File: src/rtl/ram_fifo_ctl.sv
// ram_fifo_ctl
// Single-clock FIFO controller that turns one dual-port `ram` into a FIFO.
// RAM port A is the write end and port B is the read end. The controller owns
// the write/read pointers, the occupancy count, the registered status flags,
// the sticky error flags and the one-stage read-data pipeline. It generates
// every active-low RAM strobe.
//
// Ports:
//   CLK, RST            clock (also clocks the RAM), async active-high reset
//   FLUSH               synchronous clear of all FIFO state
//   PUSH, DIN           write request and data
//   POP                 read request
//   DOUT, DOUT_VALID    registered read data and its valid strobe
//   FULL, EMPTY         registered occupancy flags
//   ALMOST_FULL/_EMPTY  registered threshold flags
//   LEVEL               words stored, 0..DEPTH
//   OVERRUN, UNDERRUN   sticky error flags, cleared by RST or FLUSH
//   AA, CENA, WENA, WENBA, DA   RAM port A (write end)
//   AB, CENB, WENB, WENBB, DB   RAM port B (read end, never writes)
//   QB                  RAM port B read data

module ram_fifo_ctl #(
   parameter int ADDRWID = 8,
   parameter int DEPTH   = 1 << ADDRWID,
   parameter int AF_GAP  = 4,
   parameter int AE_GAP  = 4
) (
   input  logic               CLK,
   input  logic               RST,
   input  logic               FLUSH,
   input  logic               PUSH,
   input  logic [17:0]        DIN,
   input  logic               POP,
   output logic [17:0]        DOUT,
   output logic               DOUT_VALID,
   output logic               FULL,
   output logic               EMPTY,
   output logic               ALMOST_FULL,
   output logic               ALMOST_EMPTY,
   output logic [ADDRWID:0]   LEVEL,
   output logic               OVERRUN,
   output logic               UNDERRUN,
   output logic [ADDRWID-1:0] AA,
   output logic [ADDRWID-1:0] AB,
   output logic               CENA,
   output logic               WENA,
   output logic [1:0]         WENBA,
   output logic [17:0]        DA,
   output logic               CENB,
   output logic               WENB,
   output logic [1:0]         WENBB,
   output logic [17:0]        DB,
   input  logic [17:0]        QB
);

   localparam int LW = ADDRWID + 1;
   localparam logic [ADDRWID:0] FULL_LEVEL = LW'(DEPTH);
   localparam logic [ADDRWID:0] AF_LEVEL   = LW'(DEPTH - AF_GAP);
   localparam logic [ADDRWID:0] AE_LEVEL   = LW'(AE_GAP);

   logic [ADDRWID-1:0] wptr_q, wptr_d;
   logic [ADDRWID-1:0] rptr_q, rptr_d;
   logic [ADDRWID:0]   level_q, level_d;
   logic               full_q, full_d;
   logic               empty_q, empty_d;
   logic               afull_q, afull_d;
   logic               aempty_q, aempty_d;
   logic               overrun_q, overrun_d;
   logic               underrun_q, underrun_d;
   logic               rd_pend_q, rd_pend_d;
   logic               dout_valid_q, dout_valid_d;
   logic [17:0]        dout_q, dout_d;
   logic               push_ok;
   logic               pop_ok;

   // Acceptance terms. RST is folded in so the RAM sees no access while the
   // controller is being reset, even though RST is otherwise asynchronous.
   always_comb begin
      push_ok = PUSH & ~full_q  & ~FLUSH & ~RST;
      pop_ok  = POP  & ~empty_q & ~FLUSH & ~RST;
   end

   // Next-state logic for pointers, occupancy, flags and the read pipeline.
   // A rejected request only counts as an error when the opposite request was
   // not accepted in the same cycle: a push/pop pair at a boundary keeps the
   // stream balanced and is not an overrun or underrun.
   always_comb begin
      wptr_d       = wptr_q;
      rptr_d       = rptr_q;
      level_d      = level_q;
      overrun_d    = overrun_q;
      underrun_d   = underrun_q;
      rd_pend_d    = 1'b0;
      dout_valid_d = 1'b0;
      dout_d       = dout_q;

      if (FLUSH) begin
         wptr_d     = '0;
         rptr_d     = '0;
         level_d    = '0;
         overrun_d  = 1'b0;
         underrun_d = 1'b0;
      end else begin
         if (push_ok) begin
            wptr_d = wptr_q + 1'b1;
         end
         if (pop_ok) begin
            rptr_d = rptr_q + 1'b1;
         end
         case ({push_ok, pop_ok})
            2'b10:   level_d = level_q + 1'b1;
            2'b01:   level_d = level_q - 1'b1;
            default: level_d = level_q;
         endcase
         if (PUSH & full_q & ~pop_ok) begin
            overrun_d = 1'b1;
         end
         if (POP & empty_q & ~push_ok) begin
            underrun_d = 1'b1;
         end
         // The RAM registered AB at the accepting edge, so QB is valid for
         // exactly one cycle and is captured at the following edge.
         rd_pend_d    = pop_ok;
         dout_valid_d = rd_pend_q;
         if (rd_pend_q) begin
            dout_d = QB;
         end
      end

      full_d   = (level_d == FULL_LEVEL);
      empty_d  = (level_d == '0);
      afull_d  = (level_d >= AF_LEVEL);
      aempty_d = (level_d <= AE_LEVEL);
   end

   // State registers.
   always_ff @(posedge CLK or posedge RST) begin
      if (RST) begin
         wptr_q       <= '0;
         rptr_q       <= '0;
         level_q      <= '0;
         full_q       <= 1'b0;
         empty_q      <= 1'b1;
         afull_q      <= 1'b0;
         aempty_q     <= 1'b1;
         overrun_q    <= 1'b0;
         underrun_q   <= 1'b0;
         rd_pend_q    <= 1'b0;
         dout_valid_q <= 1'b0;
         dout_q       <= '0;
      end else begin
         wptr_q       <= wptr_d;
         rptr_q       <= rptr_d;
         level_q      <= level_d;
         full_q       <= full_d;
         empty_q      <= empty_d;
         afull_q      <= afull_d;
         aempty_q     <= aempty_d;
         overrun_q    <= overrun_d;
         underrun_q   <= underrun_d;
         rd_pend_q    <= rd_pend_d;
         dout_valid_q <= dout_valid_d;
         dout_q       <= dout_d;
      end
   end

   // Output and RAM strobe mapping. Port B is tied off as read-only.
   always_comb begin
      DOUT         = dout_q;
      DOUT_VALID   = dout_valid_q;
      FULL         = full_q;
      EMPTY        = empty_q;
      ALMOST_FULL  = afull_q;
      ALMOST_EMPTY = aempty_q;
      LEVEL        = level_q;
      OVERRUN      = overrun_q;
      UNDERRUN     = underrun_q;
      AA           = wptr_q;
      AB           = rptr_q;
      CENA         = ~push_ok;
      WENA         = ~push_ok;
      WENBA        = 2'b00;
      DA           = DIN;
      CENB         = ~pop_ok;
      WENB         = 1'b1;
      WENBB        = 2'b11;
      DB           = '0;
   end

endmodule

File: config.mk
export PLATFORM = sky130hd
export DESIGN_NAME = ram_fifo_ctl
export DESIGN_NICKNAME = d
export VERILOG_FILES = /design/src/rtl/ram_fifo_ctl.sv
export SDC_FILE = /design/constraint.sdc
export NUM_CORES = 1
export LEC_CHECK = 0
export ABC_AREA = 1
export ABC_CLOCK_PERIOD_IN_PS = 3700
export CAP_MARGIN = 20
export CORE_UTILIZATION = 45
export CTS_BUF_LIST = sky130_fd_sc_hd__clkbuf_8 sky130_fd_sc_hd__clkbuf_16
export DETAILED_ROUTE_END_ITERATION = 12
export PLACE_DENSITY = 0.95
export SLEW_MARGIN = 25
export SYNTH_ARGS = -nofsm -noshare
export SYNTH_HDL_FRONTEND = slang
export SYNTH_SLANG_ARGS = --single-unit
File: constraint.sdc
create_clock -name CLK -period 3.7 [get_ports CLK]
set_input_delay 0.37 -clock CLK [delete_from_list [all_inputs] [get_ports CLK]]
set_output_delay 0.37 -clock CLK [all_outputs]
set_load 0.03 [all_outputs]
==> impl_results.md, run 1 <==
- PD cells: about 510 nW/µm²
- Worst Setup Start Kind: primary input
- Yosys top cell area share: 0.408
- Initial Util: 0.470
- Max VDD drop: ~390 µV
- WS Path Type: in2reg
- CP arrival: 3.35 ns
- Clock buffer depth: 2
- Routed WL per cell: roughly 13 µm
- Seq cells post-synth: 51
- GPL Wtd Cong: roughly 0.9
- Hold Path Origin: AA[7]
- Fillers: around 540
- GRT overflow: 0
- Endpoint class of the critical path: flip-flop
- Nets: just under 500
- Final setup viols: 0
- HP Class: reg2reg
- FF-to-FF path depth: 15
- Share of layout cells above drive strength 1: 0.0686
- FF-to-FF setup slack: 0.76 ns
- Total CTS buffers: 5
- CP endpoint: EMPTY
- H-tree levels: 2
- # Post-CTS Setup Buffers: 0
- I/O pins: roughly 140
- Largest net degree at the start of global routing: 52
- Fin crit share: 0.836
- Leakage Power: approximately 1.9 nW
- Worst path required time: roughly 4.0 ns
- DRT Pass-1 Iters: 5
- Total track usage: 0.209
- IO buf count: 75
- Ant. Diodes: 0
- Detailed placement HPWL: between 5000 and 6000 µm
- WL final: just over 7000 µm
- Post-CTS resize count: 0
- Status: finished, final reports clean
- Fmax: between 300 and 400 MHz
- Initial antenna violation count: 0
- Minimum clock period: 3.09 ns
- Met3 WL: roughly 730 µm
- Fin Hold WS: around 0.47 ns
- Dpl cell area: around 3600 µm²
- Post-Synthesis Cells: around 390
- Crit. Startpoint: RST
- Largest cells by area after synthesis: dfrtp_1 41%, nand2_1 17%, buf_4 11%
- Die height: between 80 and 90 µm
- Layout Cell Area excl Fill: between 3000 and 4000 µm²
- Most frequent cells in the layout: 133 x nand2_1, 75 x clkdlybuf4s50_1, 49 x dfrtp_1
- WL met2: approximately 3500 µm
- Max layer used: met4
- Remaining DRCs: 0
- FF/Latch Area: 1280 µm²
- Measured slew at the worst slew-check pin: between 0.8 and 0.9 ns
- Area Overhead vs Synth: 23.2%
- Final Util: 0.580
- Final Hold Violating Endpoints: 0
- Core area: roughly 6400 µm²
- Largest area contributor in the netlist: dfrtp_1
- Setup TNS: 0 ns
- Clock sink total: 51
- Commonest non-fill, non-tap cell in the layout: nand2_1
- Post-synthesis average cell area: 7.62 µm²
- Library cells used by synthesis: 33
- Yosys synthesis warning count: 0
- RSZ-0062 raised after global routing: false
- CTS hold repair buffers: 0
- RR Endpoint: EMPTY
- Top_reg_cell synth: dfrtp_1
- First-pass GRT wire length: between 10000 and 15000 µm
- Slew HR: 0.430
- Area of the die: 7010 µm²
- Number of nets still failing antenna checks after routing: 0
- Asr flop ratio synth: 1.00
- Reg2reg start: FULL
- Initial DRC count: around 250
- Vias in the first global route: around 2600
- CTS Root Cell: clkbuf_8
- # Max-Cap Violations: 0
- Vias/cell: a little over 5
- Syn Std Cell Area: 3000 µm²
- Vias post-DR: about 2700
- Row count: 29
- Area occupied by multi-input gates: 1250 µm²
- CP max FO: 9
- DRT met1 WL: 2700 µm
- Pins Over Slew Limit: 0
- Skew final: approximately 0.010 ns
- Die width: 83.7 µm
- Post-synth EDFFs: 0
- Clock Pin Slew Worst Setup and Hold Paths: approximately 0.1 ns
- CTS tree: yes
- Worst-Skew Late Latency: just over 0.3 ns
- Sequential area share after synthesis: 0.426
[critical path, cell delays in order]
cell and delay (ns):
clkdlybuf4s50_1 0.51, nor4_4 0.47, inv_1 0.22, ha_1 0.36, nand2_1 0.13, inv_1 0.05
nor2_2 0.10, ha_1 0.16, a21o_1 0.14, xor2_1 0.18, nand2_1 0.07, nand2_1 0.10
inv_1 0.08, nor3_1 0.22, nand2_1 0.10, nor2_1 0.10
[final cells by class]
class / count / share of cell area
Clock buffer: 6 / 0.0223
Clock inverter: 2 / 0.0105
Inverter: 44 / 0.0456
Multi-Input combinational cell: 270 / 0.339
Sequential cell: 51 / 0.346
Tap cell: 77 / 0.0260
Timing Repair Buffer: 79 / 0.211
[metal layers]
layer  track usage  vias up
met1         0.239     1259
li1              -     1271
met3        0.0643       12
met5             0        -
met2         0.373      145
met4        0.0663        0
[how the worst min path moves through the flow]
stage / end / cells past startpoint
final: AA[7] / 1
after global routing: AA[7] / 1
after CTS: AA[7] / 1
after detailed placement: AA[7] / 1
after global placement: AA[7] / 1
after floorplan: DOUT[0] / 2
[flip-flops by register name (all words and copies together), names as in the netlist]
register      cells
AB                8
UNDERRUN          1
ALMOST_EMPTY      1
FULL              1
AA                8
LEVEL             9
DOUT             18
rd_pend_q         1
EMPTY             1
ALMOST_FULL       1
OVERRUN           1
DOUT_VALID        1
[per-stage QoR]
stage,worst slack (ns),total power [mW],std cells
final,0.606,1.88,529
after global placement,0.464,1.46,521
after detailed placement,0.362,1.47,521
after global routing,0.369,1.97,529
after CTS,0.629,1.89,529
after floorplan,0.905,1.23,415
[synthesized netlist by cell type (2+ instances only)]
cell type / n
a32o_1: 2
dfrtp_1: 49
clkinv_1: 2
nand3_1: 25
dfstp_2: 2
buf_4: 43
nor2_2: 5
conb_1: 2
a22o_1: 2
nand4_1: 4
nor3_1: 8
ha_1: 5
inv_1: 40
clkbuf_1: 3
o21ai_0: 11
nor2_1: 22
xor2_1: 3
nand2_1: 133
nand2_2: 6
a21oi_1: 13
buf_6: 2
[cells by family after synthesis]
| group | Yosys count | synth area share |
|---|---|---|
| adders and majority gates | 5 | 0.0208 |
| AOI/OAI and AO/OA | 30 | 0.0566 |
| and+or+nand+nor | 207 | 0.294 |
| other | 2 | 0.00250 |
| buffers and inverters | 94 | 0.183 |
| DFF | 51 | 0.426 |
| xor gates and xnor gates | 4 | 0.0142 |
| muxes | 1 | 0.00333 |
[power breakdown]
| group | leakage, nW | total (mW) | internal [mW] | switching [mW] |
|---|---|---|---|---|
| Combinational | 1.17 | 0.727 | 0.277 | 0.449 |
| Clock | 0.0618 | 0.412 | 0.223 | 0.189 |
| Sequential | 0.673 | 0.742 | 0.663 | 0.0792 |
| Total | 1.91 | 1.88 | 1.16 | 0.718 |
Power figures use the tool's default switching activity.
==> run 2: changes to the inputs <==
Settings changed: ABC_CLOCK_PERIOD_IN_PS 3700 to 2900, CORE_UTILIZATION 45 to 42, PLACE_DENSITY 0.95 to 0.9.
Clock period 3.7 ns to 2.9 ns, I/O delays scaled along.
==> impl_results.md, run 2 (synthesis gave the netlist of run 1 again) <==
- Area of the die: between 7000 and 8000 µm²
- Number of nets still failing antenna checks after routing: 0
- Most frequent cells in the layout: 133 x nand2_1, 75 x clkdlybuf4s50_1, 49 x dfrtp_1
- PD cells: slightly above 600 nW/µm²
- IO buf count: 75
- Commonest non-fill, non-tap cell in the layout: nand2_1
- Fmax: just under 400 MHz
- CTS tree: yes
- CP max FO: 15
- Initial DRC count: 278
- WL met2: around 3400 µm
- Measured slew at the worst slew-check pin: 0.530 ns
- H-tree levels: 2
- Worst path required time: 3.14 ns
- # Max-Cap Violations: 0
- FF-to-FF path depth: 17
- Fin Hold WS: 0.459 ns
- Pins Over Slew Limit: 0
- DRT met1 WL: about 2800 µm
- Setup ws final: 0.349 ns
- Die width: 86.6 µm
- Endpoint class of the critical path: flip-flop
- FF/Latch Area: 1280 µm²
- Area Overhead vs Synth: 25.0%
- I/O pins: roughly 140
- Max VDD drop: ~470 µV
- Clock share of power: 0.190
- WS Path Type: in2reg
- Max FFs per register: 18
- Clock Pin Slew Worst Setup and Hold Paths: about 0.10 ns
- Power Internal: roughly 1.4 mW
- Share of layout cells above drive strength 1: 0.0808
- GPL Wtd Cong: between 0.9 and 1
- Core area: 6870 µm²
- First-pass GRT wire length: 12000 µm
- Place WS: 0.0517 ns
- Final Util: 0.547
- Slew HR: 0.646
- # Post-CTS Setup Buffers: 0
- Status: finished, final reports clean
- CTS hold repair buffers: 0
- GRT overflow: 0
- Area occupied by multi-input gates: between 1000 and 1500 µm²
- Routed WL per cell: 12.7 µm
- WL final: ~7000 µm
- Setup TNS: 0 ns
- Vias post-DR: around 2700
- Post-CTS resize count: 0
- Leakage Power: between 1.5 and 2 nW
- Reg2reg start: FULL
- DRT Pass-1 Iters: 4
- Seq pwr share: 0.407
- Switching power: between 0.9 and 1 mW
- Vias/cell: ~4.8
- Clock buffer depth: 2
- Crit. Startpoint: RST
- Switching Share: 0.395
- Vias in the first global route: ~2700
- Clock sink total: between 50 and 60
- Initial antenna violation count: 0
- Total track usage: 0.202
- Fin crit share: 0.880
- Worst Setup Start Kind: primary input
- Final Hold Violating Endpoints: 0
- Met3 WL: approximately 690 µm
- CTS Root Cell: clkbuf_8
- FF-to-FF setup slack: 0.43 ns
- Die height: between 80 and 90 µm
- Combinational power share: 0.403
- Ant. Diodes: 0
- Total CTS buffers: 5
- Detailed placement HPWL: between 5000 and 6000 µm
- Minimum clock period: between 2 and 3 ns
- Nets: approximately 500
- Worst-Skew Late Latency: 0.31 ns
- Initial Util: 0.437
- HP Class: in2async
- Skew final: about 0.0074 ns
- RSZ-0062 raised after global routing: false
- Remaining DRCs: 0
- CP arrival: 2.80 ns
- Max layer used: met4
- Largest net degree at the start of global routing: 27
- Final setup viols: 0
- Row count: 30
- Fillers: between 600 and 700
==> run 2: power by group through the flow <==
stage                     clock network (mW)  logic (mW)  registers [mW]
final                                  0.442       0.936           0.944
after global routing                   0.471        1.01           0.960
after CTS                              0.444       0.939           0.944
after detailed placement                   0       0.938           0.950
after global placement                     0       0.920           0.949
after floorplan                            0       0.381            1.19
==> run 2: final timing paths <==
| check | end |
|---|---|
| hold reg to reg | AA[7] |
| min in group CLK | AA[7] |
| hold / removal | LEVEL[5] |
| max in group asynchronous | ALMOST_EMPTY |
| setup reg to reg | FULL |
| setup / recovery | FULL |
==> run 2: routing by layer <==
layer  GRT usage  up-vias
met5           0        -
met4      0.0727        0
met3      0.0667       17
met2       0.342      126
met1       0.241     1249
li1            -     1282
==> run 2: critical path, cell delays in order <==
cell,delay (ns)
clkdlybuf4s50_1,0.50
nor4_4,0.32
inv_1,0.11
ha_1,0.25
buf_12,0.17
nand2_1,0.06
inv_1,0.05
nor2_2,0.20
nand2_1,0.08
nor2_1,0.10
nand2_1,0.09
nand3_1,0.08
nand3_1,0.08
nand2_1,0.08
nand2_1,0.06
nor2_2,0.11
nand2_1,0.08
nor2_1,0.09
==> run 2: final cells by class <==
class / instances / area share
clock inverters: 2 / 0.00366
clock buffers: 6 / 0.0220
flip-flops and latches: 51 / 0.340
repair buffers: 85 / 0.223
well taps: 96 / 0.0320
inverters: 44 / 0.0446
multi-input cells: 270 / 0.334
==> run 2: through the flow <==
step / area (µm²) / instances / total power, mW
after detailed placement: 3660 / 546 / 1.89
after global placement: 3660 / 546 / 1.87
after global routing: 3760 / 554 / 2.44
final: 3760 / 554 / 2.32
after floorplan: 3080 / 415 / 1.58
after CTS: 3760 / 554 / 2.33
==> run 3: changes to the inputs <==
Settings changed: CORE_MARGIN set to 2.
==> impl_results.md, run 3 (synthesis gave the netlist of run 1 again) <==
- RSZ-0062 raised after global routing: false
- Layout Cells excl Fill: around 550
- CP arrival: about 2.9 ns
- CP max stage cell: clkdlybuf4s50_1
- CTS tree: yes
- Clock buffer depth: 2
- Max VDD drop: around 450 µV
- Share of layout cells above drive strength 1: 0.0808
- Crit. Startpoint: RST
- Worst path required time: between 3 and 4 ns
- PD cells: between 600 and 700 nW/µm²
- Clock Pin Slew Worst Setup and Hold Paths: around 0.09 ns
- # Post-CTS Setup Buffers: 0
- Worst Setup Start Kind: primary input
- WS Path Type: in2reg
- Leakage Power: ~1.9 nW
- I/O pins: 135
- IO buf count: 75
- Total CTS buffers: 5
- Initial antenna violation count: 0
- Area of the die: around 7800 µm²
- Fmax: 378 MHz
- Tot Pwr: between 2 and 2.5 mW
- Crit path largest cell delay: roughly 0.49 ns
- Die height: 88.6 µm
- Nets: 503
- Worst path bufs/invs: 2
- Routed WL per cell: about 13 µm
- Critical path cell sequence: clkdlybuf4s50_1 -> nor4_4 -> inv_1 -> ha_1 -> nor2_1 -> nor2_2 -> ha_1 -> a21o_1 -> nand2_1 -> nand2_1 -> nand2_1 -> nand3_1 -> nand2_1 -> nand2_1 -> nor2_2 -> nand2_1 -> nor2_1
- Row count: 30
- CP dominant cell by count: nand2_1
- Reg2reg start: FULL
- GPL Wtd Cong: slightly below 1
- Endpoint class of the critical path: flip-flop
- HP Class: in2async
- Commonest non-fill, non-tap cell in the layout: nand2_1
- CTS Root Cell: clkbuf_8
- Die width: 88.6 µm
- Most frequent cells in the layout: 133 x nand2_1, 75 x clkdlybuf4s50_1, 49 x dfrtp_1
- Family with the most delay on the worst path: simple AND/OR/NAND/NOR gates
- H-tree levels: 2
- GRT overflow: 0
- WL final: between 7000 and 8000 µm
- Remaining DRCs: 0
- Core area: 6870 µm²
- First-pass GRT wire length: approximately 12000 µm
- Final setup viols: 0
- Vias post-DR: 2622
- Ant. Diodes: 0
- # Max-Cap Violations: 0
- Vias/cell: about 4.7
- Detailed placement HPWL: ~5500 µm
- Worst-Skew Late Latency: roughly 0.30 ns
- Skew final: a little over 0.007 ns
- Fin crit share: 0.913
- Total track usage: 0.190
- Pins Over Slew Limit: 0
- Vias in the first global route: ~2600
- CTS hold repair buffers: 0
- Clock sink total: 51
- CP max FO: 3
- Max FFs per register: 18
- Initial Util: 0.437
- Post-CTS resize count: 0
- Area Overhead vs Synth: 25.9%
- DRT Pass-1 Iters: 4
- Number of nets still failing antenna checks after routing: 0
- Final Hold Violating Endpoints: 0
- Status: finished, final reports clean
- Dpl cells: about 550
- Largest net degree at the start of global routing: 33
- Initial DRC count: 224
- Minimum clock period: roughly 2.6 ns
-- run 3: changes by cell type in the layout (fill, tap and decap cells not counted), sizes merged --
cell    delta
bufinv     +1
clkinv     -1
-- run 3: worst paths after layout --
check                           slack, ns            to  depth (start not counted)
worst max register to register       0.33          FULL                         16
worst max-delay path                 0.25          FULL                         17
worst min-delay path                 0.39      DOUT[14]                          2
worst min register to register       0.48         AA[7]                          1
min in group CLK                     0.48         AA[7]                          1
max in group asynchronous            1.72  ALMOST_EMPTY                          3
-- run 3: power by group --
| group | switching (mW) | leakage (nW) | internal [mW] |
|---|---|---|---|
| Combinational | 0.577 | 1.21 | 0.363 |
| Clock | 0.238 | 0.0618 | 0.284 |
| Sequential | 0.0984 | 0.673 | 0.846 |
-- run 3: layer usage --
metal / vias to the layer above / track usage / wire [µm]
met1: 1208 / 0.217 / 2740
met4: 0 / 0.0551 / 112
met3: 11 / 0.0597 / 691
met2: 116 / 0.342 / 3510
li1: 1287 / - / -
met5: - / 0 / 0
-- run 3: cell type report --
class / instances / area (µm²)
Fill cell: 614 / 3090
Sequential cell: 51 / 1280
Multi-Input combinational cell: 270 / 1250
Timing Repair Buffer: 85 / 838
Inverter: 44 / 168
Tap cell: 96 / 120
Clock buffer: 6 / 82.6
Clock inverter: 2 / 38.8
-- run 3: stage by stage --
step           cell area, µm²  setup TNS (ns)   util  setup slack [ns]  hold WS [ns]
2_1_floorplan            3080               0      -             0.105         0.400
3_3_place_gp             3660               0  0.533            0.0610         0.450
3_5_place_dp             3660         -0.0467  0.533           -0.0316         0.450
4_1_cts                  3780               0  0.550             0.273         0.405
5_1_grt                  3780               0  0.550            0.0718         0.450
6_report                 3780               0  0.550             0.254         0.394
